===== src/rtl/floor_sched_pkg.sv =====
// Shared types and constants for the floor request scheduler.
package floor_sched_pkg;

   localparam int unsigned FLOOR_W = 4;

   typedef enum logic [1:0] {
      Idle,
      ServeUp,
      ServeDown,
      Dwell
   } sched_state_e;

   function automatic int unsigned dwell_cnt_w(input int unsigned cycles);
      return (cycles < 1) ? 1 : $clog2(cycles + 1);
   endfunction

endpackage


===== src/rtl/btn_sync_edge.sv =====
// One call button: 2-flop synchronizer, optional debounce filter, rising-edge pulse.
// Define DEBOUNCE_EN to insert the DEBOUNCE_CYCLES stable-sample filter.
module btn_sync_edge #(
   parameter int unsigned DEBOUNCE_CYCLES = 16
) (
   input  logic clk,
   input  logic rst,
   input  logic btn,
   output logic press
);

   logic sync1_q, sync2_q;
   logic level, level_prev_q;

   always_ff @(posedge clk or posedge rst) begin
      if (rst) begin
         sync1_q <= 1'b0;
         sync2_q <= 1'b0;
      end else begin
         sync1_q <= btn;
         sync2_q <= sync1_q;
      end
   end

`ifdef DEBOUNCE_EN
   localparam int unsigned DB_W = (DEBOUNCE_CYCLES > 1) ? $clog2(DEBOUNCE_CYCLES) : 1;

   logic [DB_W-1:0] db_cnt_q, db_cnt_d;
   logic            filt_q, filt_d;

   // Counts consecutive samples that disagree with the filtered level.
   always_comb begin
      db_cnt_d = '0;
      filt_d   = filt_q;
      if (sync2_q != filt_q) begin
         if (db_cnt_q == DB_W'(DEBOUNCE_CYCLES - 1)) begin
            filt_d = sync2_q;
         end else begin
            db_cnt_d = db_cnt_q + 1'b1;
         end
      end
   end

   always_ff @(posedge clk or posedge rst) begin
      if (rst) begin
         db_cnt_q <= '0;
         filt_q   <= 1'b0;
      end else begin
         db_cnt_q <= db_cnt_d;
         filt_q   <= filt_d;
      end
   end

   assign level = filt_q;
`else
   assign level = sync2_q;
`endif

   always_ff @(posedge clk or posedge rst) begin
      if (rst) begin
         level_prev_q <= 1'b0;
      end else begin
         level_prev_q <= level;
      end
   end

   assign press = level & ~level_prev_q;

endmodule


===== src/rtl/floor_request_scheduler.sv =====
// Latches call buttons and picks the next target floor with SCAN ordering.
// Define DEBOUNCE_EN to debounce each button for DEBOUNCE_CYCLES clocks.
module floor_request_scheduler #(
   parameter int unsigned NUM_FLOORS      = 10,
   parameter int unsigned DWELL_CYCLES    = 100000,
   parameter int unsigned DEBOUNCE_CYCLES = 16
) (
   input  logic                  clk,
   input  logic                  rst,
   input  logic [NUM_FLOORS-1:0] call_btn,
   input  logic [3:0]            current_floor,
   input  logic                  car_idle,
   output logic [3:0]            requested_floor,
   output logic [NUM_FLOORS-1:0] pending,
   output logic                  dir_up,
   output logic                  door_open
);

   import floor_sched_pkg::*;

   localparam int unsigned        CNT_W      = dwell_cnt_w(DWELL_CYCLES);
   localparam logic [CNT_W-1:0]   DWELL_LOAD = CNT_W'(DWELL_CYCLES - 1);
   localparam logic [FLOOR_W-1:0] TOP_FLOOR  = FLOOR_W'(NUM_FLOORS - 1);

   logic [NUM_FLOORS-1:0] press, cur_oh, pend_q, pend_d;
   logic [FLOOR_W-1:0]    cur, req_q, req_d, lo_above, hi_below;
   logic                  any_above, any_below, pend_at_cur, arrive, enter_dwell;
   logic                  dir_q, dir_d, door_q, door_d;
   logic [CNT_W-1:0]      cnt_q, cnt_d;
   sched_state_e          state_q, state_d;

   for (genvar i = 0; i < NUM_FLOORS; i++) begin : g_btn
      btn_sync_edge #(
         .DEBOUNCE_CYCLES(DEBOUNCE_CYCLES)
      ) u_btn (
         .clk  (clk),
         .rst  (rst),
         .btn  (call_btn[i]),
         .press(press[i])
      );
   end

   assign cur         = (current_floor > TOP_FLOOR) ? TOP_FLOOR : current_floor;
   assign cur_oh      = NUM_FLOORS'(1) << cur;
   assign pend_at_cur = |(pend_q & cur_oh);
   assign arrive      = car_idle && (cur == req_q) && pend_at_cur;

   // Nearest pending floor strictly above and strictly below the car.
   always_comb begin
      any_above = 1'b0;
      any_below = 1'b0;
      lo_above  = '0;
      hi_below  = '0;
      for (int i = int'(NUM_FLOORS) - 1; i >= 0; i--) begin
         if (pend_q[i] && (i > int'(cur))) begin
            any_above = 1'b1;
            lo_above  = FLOOR_W'(i);
         end
      end
      for (int i = 0; i < int'(NUM_FLOORS); i++) begin
         if (pend_q[i] && (i < int'(cur))) begin
            any_below = 1'b1;
            hi_below  = FLOOR_W'(i);
         end
      end
   end

   always_comb begin
      state_d     = state_q;
      req_d       = req_q;
      dir_d       = dir_q;
      door_d      = door_q;
      cnt_d       = cnt_q;
      pend_d      = pend_q | press;
      enter_dwell = 1'b0;
      unique case (state_q)
         Idle: begin
            req_d = cur;
            if (pend_at_cur && car_idle) begin
               enter_dwell = 1'b1;
            end else if (any_above) begin
               state_d = ServeUp;
               dir_d   = 1'b1;
               req_d   = lo_above;
            end else if (any_below) begin
               state_d = ServeDown;
               dir_d   = 1'b0;
               req_d   = hi_below;
            end
         end
         ServeUp: begin
            if (arrive) begin
               enter_dwell = 1'b1;
            end else if (pend_at_cur) begin
               req_d = cur; // keep the car's own floor targeted until it settles
            end else if (any_above) begin
               req_d = lo_above;
            end else if (any_below) begin
               state_d = ServeDown;
               dir_d   = 1'b0;
               req_d   = hi_below;
            end else begin
               state_d = Idle;
               req_d   = cur;
            end
         end
         ServeDown: begin
            if (arrive) begin
               enter_dwell = 1'b1;
            end else if (pend_at_cur) begin
               req_d = cur;
            end else if (any_below) begin
               req_d = hi_below;
            end else if (any_above) begin
               state_d = ServeUp;
               dir_d   = 1'b1;
               req_d   = lo_above;
            end else begin
               state_d = Idle;
               req_d   = cur;
            end
         end
         Dwell: begin
            pend_d = (pend_q | press) & ~cur_oh;
            if (|(press & cur_oh)) begin
               cnt_d = DWELL_LOAD;
            end else if (cnt_q != '0) begin
               cnt_d = cnt_q - 1'b1;
            end else begin
               door_d = 1'b0;
               if (dir_q && any_above) begin
                  state_d = ServeUp;
                  req_d   = lo_above;
               end else if (!dir_q && any_below) begin
                  state_d = ServeDown;
                  req_d   = hi_below;
               end else if (any_below) begin
                  state_d = ServeDown;
                  dir_d   = 1'b0;
                  req_d   = hi_below;
               end else if (any_above) begin
                  state_d = ServeUp;
                  dir_d   = 1'b1;
                  req_d   = lo_above;
               end else begin
                  state_d = Idle;
                  req_d   = cur;
               end
            end
         end
         default: state_d = Idle;
      endcase

      // Clearing the served floor wins over a same-cycle press of that floor.
      if (enter_dwell) begin
         state_d = Dwell;
         req_d   = cur;
         door_d  = 1'b1;
         cnt_d   = DWELL_LOAD;
         pend_d  = (pend_q | press) & ~cur_oh;
      end
   end

   always_ff @(posedge clk or posedge rst) begin
      if (rst) begin
         state_q <= Idle;
         req_q   <= '0;
         pend_q  <= '0;
         dir_q   <= 1'b1;
         door_q  <= 1'b0;
         cnt_q   <= '0;
      end else begin
         state_q <= state_d;
         req_q   <= req_d;
         pend_q  <= pend_d;
         dir_q   <= dir_d;
         door_q  <= door_d;
         cnt_q   <= cnt_d;
      end
   end

   assign requested_floor = req_q;
   assign pending         = pend_q;
   assign dir_up          = dir_q;
   assign door_open       = door_q;

endmodule


===== config.mk =====
export PLATFORM = sky130hd
export DESIGN_NAME = floor_request_scheduler
export DESIGN_NICKNAME = d
export VERILOG_FILES = /design/src/rtl/floor_sched_pkg.sv /design/src/rtl/btn_sync_edge.sv /design/src/rtl/floor_request_scheduler.sv
export SDC_FILE = /design/constraint.sdc
export NUM_CORES = 1
export LEC_CHECK = 0
export CORE_MARGIN = 5
export CORE_UTILIZATION = 51
export DETAILED_ROUTE_END_ITERATION = 8
export PLACE_DENSITY_LB_ADDON = 0.2
export SLEW_MARGIN = 20
export SYNTH_ARGS = -nofsm -noshare
export SYNTH_HDL_FRONTEND = slang
export SYNTH_SLANG_ARGS = --single-unit

===== constraint.sdc =====
create_clock -name clk -period 2.2 [get_ports clk]
set_input_delay 0.44 -clock clk [delete_from_list [all_inputs] [get_ports clk]]
set_output_delay 0.44 -clock clk [all_outputs]
set_load 0.02 [all_outputs]

==> impl_results.md, run 1 <==
* Vias in the first global route at ~4000
* Worst reg2reg startpoint: cnt_q[6]
* CP required at 2420 ps
* Post-synthesis simple-gate area fraction at 21.2%
* Clock Latency Late Sink at 350 ps
* DRT Pass-1 Iters at 5
* Register area at 1630 um^2
* Compound-Gate Fraction of Synth Area at 23.5%
* Ports at 33
* Die Y at 97.1 um
* Arrival @ worst endpoint at 2630 ps
* VDD IR-drop max at 0.792 mV
* Commonest non-fill, non-tap cell in the layout: buf_4
* Final setup vio count at 19
* Routed Antenna Nets at 0
* Area growth from synthesis to layout at 47.8%
* Smallest hold slack at 343 ps
* Root Buffer: clkbuf_8
* Final period util at 110%
* Critical path's slowest cell: or4_4
* GRT Util Overall at 26.3%
* Reg2Reg Depth at 9
* CP Buf/Inv Count at 2
* Post-layout util at 77.9%
* EDFF count, synth at 0
* Main combinational cell family by area after synthesis: compound AO/OA/AOI/OAI gates
* Initial antenna violation count at 0
* Sequential area share after synthesis at 42.1%
* Levels on crit path at 9
* Distinct cell type count after synthesis at 74
* Num CTS Buffers at 9
* Yosys reg bits at 65
* Failing checks: setup timing
* FP Rows at 31
* Routed via count at 4141
* Worst Path Max Fanout at 4
* Hold path depth at 0
* Status: complete, but fails checks
* Pleak at 2.48 nW
* Commonest non-fill, non-tap cells in the layout: buf_4, dfrtp_1, nor2_1
* Starting Density at 52.7%
* Max-Cap Viols at 0
* Clk pin slew, worst setup/hold paths at roughly 80 ps
* Via density per instance at 6.13
* Crit. Startpoint: cnt_q[6]
* Critical path class: reg2reg
* Fill cells at 450
* Clock skew at 11.2 ps
* Syn Std Cell Area at about 3900 um^2
* Clock tree sinks at 65
* Normalized max-slew margin at between 50% and 60%
* Die width at 97.1 um
* Post-Synth Adder-Cell Area at under 10%
* IO buf count at 32
* Final hold violation count at 0
* Worst Min Path Start: g_btn[5].u_btn.sync1_q
* Inserted Diodes at 0
* PwrDens at 996 nW/um^2
* Cell family with most CP delay: simple AND/OR/NAND/NOR gates
* Synth Area in XOR/XNOR at 3.40%
* Fin. max-slew vios at 0
* Fmax at 414 MHz
* Area taken by multi-input logic gates at 2350 um^2
* CTS Buffer Depth at 2
* Startpoint Class: flip-flop
* Synth warn at 0
* Core footprint at 7330 um^2
* Post-synthesis mux area share at 2.36%
* Ratio of cells with drive above 1 in the final layout at 37.4%
* Largest net degree at the start of global routing at 36
* Final nets at 595
* Grt ovf at 0
* Worst path cell trace: or4_4, nand4b_1, a21oi_1, a21o_1, buf_6, buf_8, nor4_4, xnor2_1, nor2_1
* Mapped Nets at 445
* RSZ-0062 raised after global routing: yes
* Drc violations at 0
* First-pass GRT wire length at 20.2 mm
* Critical Path Max Stage Delay at 540 ps
* Worst Tran Pin Value at 683 ps
* Setup TNS at -2260 ps
* Top_reg_cell synth: dfrtp_1
* Hpwl dp at ~9 mm
* Hold Path Class: reg2reg
* Final WS setup at -213 ps
* DRT Wirelength at ~14 mm
* Syn Area/Cell at around 9.2 um^2
* Die area at ~9400 um^2
* Ys async rst share at 100%
* Pre-CTS WS at -963 ps
* RePlAce Congestion at 0.993
* Detail-routed net length per standard cell at 20.3 um
* H-tree level count at 3
* Minimum clock period at between 2000 and 2500 ps
* CTS tree: yes
* Synth Instances at 422
* CP endpoint kind: flip-flop
* DR iter-0 viols at about 340
-- area by class of cell --
cell class | instances | area share (%)
tap | 99 | 2.17
clock buffer | 9 | 2.17
multi-input combinational | 315 | 41.2
inverter | 19 | 1.25
timing repair buffer | 162 | 23.3
sequential | 65 | 28.5
clock inverter | 7 | 1.36
-- cell families (layout without fill, tap and decap cells) --
kind of cell               Yosys count  in the layout
buffers and inverters               42            197
adders and majority gates            6              6
xor gates and xnor gates            15             15
AOI/OAI and AO/OA                  131            131
DFF                                 65             65
and+or+nand+nor                    157            157
muxes                                6              6
-- cells in the mapped netlist (all sizes together), types with 9 or more instances --
| cell type | instances | area [um^2] |
|---|---|---|
| xnor2 | 10 | 87.6 |
| nand2 | 33 | 124 |
| nand3 | 10 | 50.1 |
| buf | 15 | 108 |
| dfrtp | 64 | 1600 |
| o21ai | 19 | 95.1 |
| a21oi | 30 | 154 |
| inv | 19 | 71.3 |
| nor2b | 12 | 75.1 |
| nor2 | 43 | 161 |
| nor4 | 9 | 56.3 |
| a31oi | 14 | 93.8 |
-- worst register-to-register path, cell delays in order (launching register included) --
cell,delay (ps)
dfrtp_1,390
or4_4,540
nand4b_1,250
a21oi_1,190
a21o_1,220
buf_6,150
buf_8,130
nor4_4,40
xnor2_1,260
nor2_1,90
-- sequential cells by signal, summed over array words and instances, names as in the netlist --
name                      count
cnt_q                        17
dir_up                        1
door_open                     1
g_btn.u_btn.level            10
g_btn.u_btn.level_prev_q     10
g_btn.u_btn.sync1_q          10
pending                      10
requested_floor               4
state_q                       2
-- metal layers --
metal / track usage, % / vias to the layer above / share of wire [%]
met5: 0 / - / 0
met2: 44.9 / 195 / 51
met1: 33.2 / 2042 / 39
li1: - / 1858 / -
met3: 4.81 / 46 / 5.9
met4: 9.29 / 0 / 4.0
-- repair_timing --
action	in CTS	in global routing
hold buffers	0	0
resized for setup	44	46
setup buffers	6	9
endpoints found under the setup margin	35	35
pin swaps	13	23
-- final timing paths --
check                                              end  slack (ps)
setup / recovery                              cnt_q[8]        -210
hold / removal                    g_btn[5].u_btn.level         340
setup reg to reg                              cnt_q[8]        -210
hold reg to reg                   g_btn[5].u_btn.level         340
max in group asynchronous                       dir_up        1310
min in group asynchronous  g_btn[3].u_btn.level_prev_q         510
-- power by group --
| group | total [mW] | internal (mW) | switching, mW |
|---|---|---|---|
| clock network | 1.06 | 0.533 | 0.529 |
| registers | 1.58 | 1.38 | 0.202 |
| logic | 3.04 | 1.42 | 1.62 |
| total | 5.69 | 3.33 | 2.35 |
-- per-stage QoR --
stage | total power, mW | area, um^2 | cells
2_1_floorplan | 3.01 | 3900 | 422
3_3_place_gp | 4.07 | 5070 | 647
3_5_place_dp | 4.11 | 5070 | 647
4_1_cts | 5.31 | 5410 | 668
5_1_grt | 5.98 | 5710 | 676
6_report | 5.69 | 5710 | 676
(Power assumes the default switching activity.)
==> run 2, diff against run 1 <==
--- a/config.mk
+++ b/config.mk
@@ -5,6 +5,7 @@
 export SDC_FILE = /design/constraint.sdc
 export NUM_CORES = 1
 export LEC_CHECK = 0
+export ABC_AREA = 1
 export CORE_MARGIN = 5
 export CORE_UTILIZATION = 51
 export DETAILED_ROUTE_END_ITERATION = 8
==> run 2 against run 1 <==
Against the previous run:
- the run now ends clean
- clock skew about the same
- first-iteration DRC count down 26%
- combinational power down 75%
- largest power group is now registers
- highest routed layer unchanged
==> impl_results.md, run 2 <==
* Status: complete, no violations
* Post-layout util at 73.3%
* Final nets at 658
* Starting Density at about 52%
* GRT Util Overall at 22.3%
* Die area at between 9000 and 10000 um^2
* Distinct cell type count after synthesis at 49
* Hold Path Class: reg2reg
* Largest net degree at the start of global routing at 66
* Syn Std Cell Area at 3930 um^2
* Inserted Diodes at 0
* Grt ovf at 0
* Core footprint at 7610 um^2
* Top_reg_cell synth: dfrtp_1
* Arrival @ worst endpoint at 2390 ps
* Fin area at ~5600 um^2
* Via density per instance at 5.26
* Final hold violation count at 0
* Minimum clock period at roughly 2200 ps
* Final Power at 3.40 mW
* Mapped Nets at 530
* VDD IR-drop max at between 0.4 and 0.5 mV
* Ports at 33
* Commonest non-fill, non-tap cells in the layout: nand2_1, buf_4, dfrtp_1
* Synth warn at 0
* CTS Buffer Depth at 2
* Routed via count at 3906
* Synth Instances at 507
* Startpoint Class: input port
* Yosys reg bits at 65
* PwrDens at just over 600 nW/um^2
* Die Y at 97.7 um
* Clock Latency Late Sink at around 360 ps
* Final setup vio count at 0
* Sequential area share after synthesis at 41.5%
* Max-Cap Viols at 0
* Routed Antenna Nets at 0
* Fmax at 464 MHz
* Fin. max-slew vios at 0
* DRT Wirelength at 10.9 mm
* Root Buffer: clkbuf_8
* Post-synth top area share at 40.8%
* Area growth from synthesis to layout at 41.9%
* Reg2Reg Depth at 12
* Placed Area at 4840 um^2
* H-tree level count at 3
* Max reg flops at 17
* EDFF count, synth at 0
* Top cells by count, synth: nand2_1, dfrtp_1, inv_1
* Vias in the first global route at 3667
* Crit. Startpoint: current_floor[1]
* Hpwl dp at roughly 7.5 mm
* Drc violations at 0
* CP required at 2440 ps
* DR iter-0 viols at between 200 and 300
* Worst Min Path Start: g_btn[3].u_btn.sync1_q
* Syn Area/Cell at 7.74 um^2
* R2R setup slack at 120 ps
* Critical path class: in2reg
* Final period util at 98.0%
* First-pass GRT wire length at 17.3 mm
* Pleak at 2.80 nW
* RSZ-0062 raised after global routing: yes
* Hold path depth at 0
* Worst reg2reg startpoint: cnt_q[0]
* Initial antenna violation count at 0
* CP endpoint kind: flip-flop
* Ratio of cells with drive above 1 in the final layout at 32.3%
* Clock tree sinks at 65
* Worst Path Max Fanout at 8
* Synth area leaders: dfrtp_1, nand2_1, nand3_1, inv_1, a21oi_1
* IO buf count at 32
* Commonest non-fill, non-tap cell in the layout: nand2_1
* Area leader, netlist: dfrtp_1
* CTS tree: yes
* Clk pin slew, worst setup/hold paths at 80 ps
* RePlAce Congestion at 0.969
* Ys async rst share at 100%
* Top reg by flops: cnt_q
* Most common cell in the netlist: nand2_1
* Normalized max-slew margin at 69.3%
* Detail-routed net length per standard cell at ~15 um
* Worst Tran Pin Value at 460 ps
* Clock skew at 11.2 ps
* Die width at 97.7 um
* FP Rows at 32
* Num CTS Buffers at 9
* DRT Pass-1 Iters at 7
## run 2: cell types whose count changed after synthesis, moves of 12 or more
cell	delta
nand4_1	+12
a31oi_1	-12
nor2b_1	-12
nand2_1	+87
nand3_1	+38
inv_1	+44
## run 2: worst max-delay path, stage by stage
cell             delay (ps)
clkdlybuf4s15_1         180
buf_6                   150
o21ai_4                 180
nand2_2                  80
xor2_1                  160
nand3_1                 140
nor2_2                  140
nand3_2                  90
nand2_2                  90
nand2_4                 100
a21oi_4                 240
buf_6                   120
o21ai_2                  40
nor2_1                  150
a21oi_2                  80
## run 2: metrics by stage
step	cells	setup slack [ps]	setup TNS [ps]	hold WS, ps
floorplan	507	135	0	331
global placement	700	-603	-17340	331
detailed placement	700	-669	-19670	336
CTS	725	14.9	0	342
global route	742	-56.2	-226	346
finish	742	44.8	0	339
## run 2: worst paths after layout
check	to
worst max-delay path	requested_floor[1]
worst min-delay path	g_btn[3].u_btn.level
worst max register to register	requested_floor[1]
worst min register to register	g_btn[3].u_btn.level
max in group asynchronous	dir_up
min in group asynchronous	g_btn[9].u_btn.level_prev_q
## run 2: kinds of logic (layout without fill, tap and decap cells)
family | Yosys count | after routing | share of synthesized area (%)
simple gates | 266 | 266 | 33.0
xor+xnor | 9 | 9 | 2.01
flops | 65 | 65 | 41.5
fa+ha+maj | 6 | 6 | 1.91
compound gates | 79 | 80 | 12.1
buf+inv | 82 | 214 | 9.43
## run 2: repair_timing
item | CTS | global route
setup buffers | 8 | 15
pin swaps | 20 | 37
endpoints found under the setup margin | 34 | 32
hold buffers | 0 | 0
resized for setup | 26 | 55
gates cloned | 1 | 2
## run 2: per-layer routing
layer | track usage, % | wire length, um | up-vias
met5 | 0 | 0 | -
li1 | - | - | 1919
met3 | 3.71 | 683 | 18
met4 | 7.77 | 161 | 0
met1 | 31.1 | 4700 | 1863
met2 | 35.4 | 5390 | 106
## run 2: area by class of cell
type	instances	area (um^2)
Timing Repair Buffer	124	1100
Sequential cell	65	1630
Clock buffer	9	124
Timing Repair inverter	1	7.51
Inverter	73	299
Clock inverter	7	126
Multi-Input combinational cell	361	2160
Fill cell	579	2030
Tap cell	102	128
## run 2: where the power goes
group	leakage, nW	switching (mW)	internal, mW	total (mW)
sequential	0.744	0.0704	1.27	1.34
combinational	1.94	0.423	0.341	0.764
clock	0.122	0.522	0.766	1.29
total	2.80	1.02	2.38	3.40
==> run 3, diff against run 2 <==
--- a/config.mk
+++ b/config.mk
@@ -8,6 +8,7 @@
 export ABC_AREA = 1
 export CORE_MARGIN = 5
 export CORE_UTILIZATION = 51
+export CTS_CLUSTER_DIAMETER = 120
 export DETAILED_ROUTE_END_ITERATION = 8
 export PLACE_DENSITY_LB_ADDON = 0.2
 export SLEW_MARGIN = 20
==> results of run 3 <==
Final layout, timing and power as in run 2 (identical DEF).
==> edit (config.mk and constraints of run 2) <==
Re-encode `sched_state_e` (4 states) as Gray code, 2 bits wide.
--- a/src/rtl/floor_sched_pkg.sv
+++ b/src/rtl/floor_sched_pkg.sv
@@ -6,6 +6,6 @@
    typedef enum logic [1:0] {
-      Idle,
-      ServeUp,
-      ServeDown,
-      Dwell
+      Idle      = 2'b00,
+      ServeUp   = 2'b01,
+      ServeDown = 2'b11,
+      Dwell     = 2'b10
    } sched_state_e;
Behaviour: same outputs for any inputs over 10 cycles, from zero or initial values and one cycle with rst high; not proved beyond that.
==> edit against run 2 <==
  * Hold slack better by 12 ps
  * Final area down 1.3%
  * Count of clock-buffer cells in the layout unchanged
  * Worst setup slack worse by 26 ps
  * Fmax down 1.2%
  * Routed wire length up 5.0%
  * Sequential cell count unchanged
  * Global-route usage up 1.6 points
  * Synthesized cell count down 2.0%
  * Area after synthesis down 0.83%
  * Critical path type is now reg -> reg
  * Largest cell class unchanged
Power is not compared: it rests on default switching activity, and its combinational part moved more than twofold at a synthesized area within 25%.
==> edit: results (changes against run 2) <==
<table>
<tr><th>Metric</th><th>Value</th></tr>
<tr><th colspan="2">Run status</th></tr>
<tr><td>Result of the run</td><td>finished clean (unchanged)</td></tr>
<tr><th colspan="2">Routing</th></tr>
<tr><td>Drt first pass iters</td><td>5 (was 7)</td></tr>
<tr><td>Via-per-instance ratio</td><td>5.45 (was 5.26)</td></tr>
<tr><td>Iter 0 DRT Violations</td><td>261 (was 250)</td></tr>
<tr><th colspan="2">Worst setup path</th></tr>
<tr><td>Worst path max stage delay</td><td>380 ps (was 240 ps)</td></tr>
<tr><th colspan="2">STA</th></tr>
<tr><td>Headroom to the max-slew limit</td><td>66.1% (was 69.3%)</td></tr>
<tr><td>Clock tree skew after final layout</td><td>11.6 ps (was 11.2 ps)</td></tr>
<tr><th colspan="2">Placement</th></tr>
<tr><td>HPWL Detailed</td><td>7790 um (was 7520 um)</td></tr>
<tr><td>Minimum setup slack after placement</td><td>-485 ps (was -669 ps)</td></tr>
<tr><td>Routability congestion estimate from global placement</td><td>0.935 (was 0.969)</td></tr>
<tr><th colspan="2">Global routing</th></tr>
<tr><td>Aggregate global-route resource usage</td><td>23.9% (was 22.3%)</td></tr>
<tr><td>Vias in the first global route</td><td>3,975 (was 3,667)</td></tr>
<tr><td>Global-route met1 utilization</td><td>30.7% (was 31.1%)</td></tr>
<tr><td>Met2 Resource Use GR</td><td>39.1% (was 35.4%)</td></tr>
<tr><th colspan="2">Finish</th></tr>
<tr><td>Nets@finish</td><td>642 (was 658)</td></tr>
<tr><td>Fraction of final layout cells with drive strength greater than 1</td><td>34.0% (was 32.3%)</td></tr>
<tr><th colspan="2">Yosys</th></tr>
<tr><td>Seq/Total Area, Yosys</td><td>41.8% (was 41.5%)</td></tr>
<tr><td>Cell types with the largest area share after synthesis</td><td>sky130_fd_sc_hd__dfrtp_1 41%, sky130_fd_sc_hd__nand2_1 10%, sky130_fd_sc_hd__inv_1 6.7% (was sky130_fd_sc_hd__dfrtp_1 41%, sky130_fd_sc_hd__nand2_1 11%, sky130_fd_sc_hd__nand3_1 6.1%)</td></tr>
<tr><td>Distinct cells, synth</td><td>50 (was 49)</td></tr>
<tr><td>Top cell types by occurrence after synthesis</td><td>108 x sky130_fd_sc_hd__nand2_1, 69 x sky130_fd_sc_hd__inv_1, 64 x sky130_fd_sc_hd__dfrtp_1 (was 120 x sky130_fd_sc_hd__nand2_1, 64 x sky130_fd_sc_hd__dfrtp_1, 63 x sky130_fd_sc_hd__inv_1)</td></tr>
</table>
## edit: cell types whose count changed after synthesis, moves of 4 or more
cell	delta
sky130_fd_sc_hd__o21ai_1	+4
sky130_fd_sc_hd__xnor2_1	-4
sky130_fd_sc_hd__o22ai_1	+7
sky130_fd_sc_hd__nor2_1	+4
sky130_fd_sc_hd__ha_1	-5
sky130_fd_sc_hd__a21oi_1	-4
sky130_fd_sc_hd__inv_1	+6
sky130_fd_sc_hd__nand2_1	-12
sky130_fd_sc_hd__xor2_1	+6
sky130_fd_sc_hd__nor4_1	-4
sky130_fd_sc_hd__inv_2	+7
sky130_fd_sc_hd__nand3_1	-14
sky130_fd_sc_hd__nand4_1	-4
## edit: cells by family (layout without fill, tap and decap cells)
logic type               after synthesis  count (layout)  synth area share [%]
XOR/XNOR                              11              11                  2.47
buffers and inverters                 89             221                  9.83
AO/OA/AOI/OAI                         85              85                  13.0
AND/OR/NAND/NOR                      246             246                  32.6
adder cells (fa/ha/maj)                1               1                 0.321
flip-flops                            65              65                  41.8
## edit: final cells by class
class	instances	area (um2)
Clock buffer	9	124
Multi-Input combinational cell	343	2140
Clock inverter	7	125
Sequential cell	65	1630
Timing Repair Buffer	121	1020
Fill cell	536	1830
Inverter	82	324
Tap cell	99	124
Timing Repair inverter	2	11.3
## edit: what timing repair did
action	4_1_cts	5_1_grt
endpoints found under the setup margin	31	32
gates cloned	2	0
pin swaps	18	25
resized for setup	36	51
buffers inserted	18	9
## edit: per-stage QoR
step | cell area, um2 | cells | TNS (ps) | hold WS, ps | util, %
finish | 5500 | 728 | 0 | 351 | 75.1
CTS | 5240 | 719 | 0 | 354 | 71.5
global route | 5500 | 728 | -1700 | 363 | 75.1
detailed placement | 4750 | 683 | -14010 | 336 | 64.8
global placement | 4750 | 683 | -12620 | 332 | 64.8
floorplan | 3890 | 497 | 0 | 331 | -
## edit: worst paths after layout
check,start,end,slack [ps],cells after the start
worst max-delay path,cnt_q[1],cnt_q[3],20,14
worst min register to register,g_btn[6].u_btn.sync1_q,g_btn[6].u_btn.level,350,0
max in group asynchronous,rst,dir_up,1420,3
min in group asynchronous,rst,g_btn[2].u_btn.sync1_q,450,3
worst max register to register,cnt_q[1],cnt_q[3],20,14
worst min-delay path,g_btn[6].u_btn.sync1_q,g_btn[6].u_btn.level,350,0
## edit: metal layers
metal | vias up | share of wire (%)
met5 | - | 0
met4 | 0 | 2.8
met3 | 32 | 5.0
met2 | 128 | 49
met1 | 1916 | 43
li1 | 1892 | -
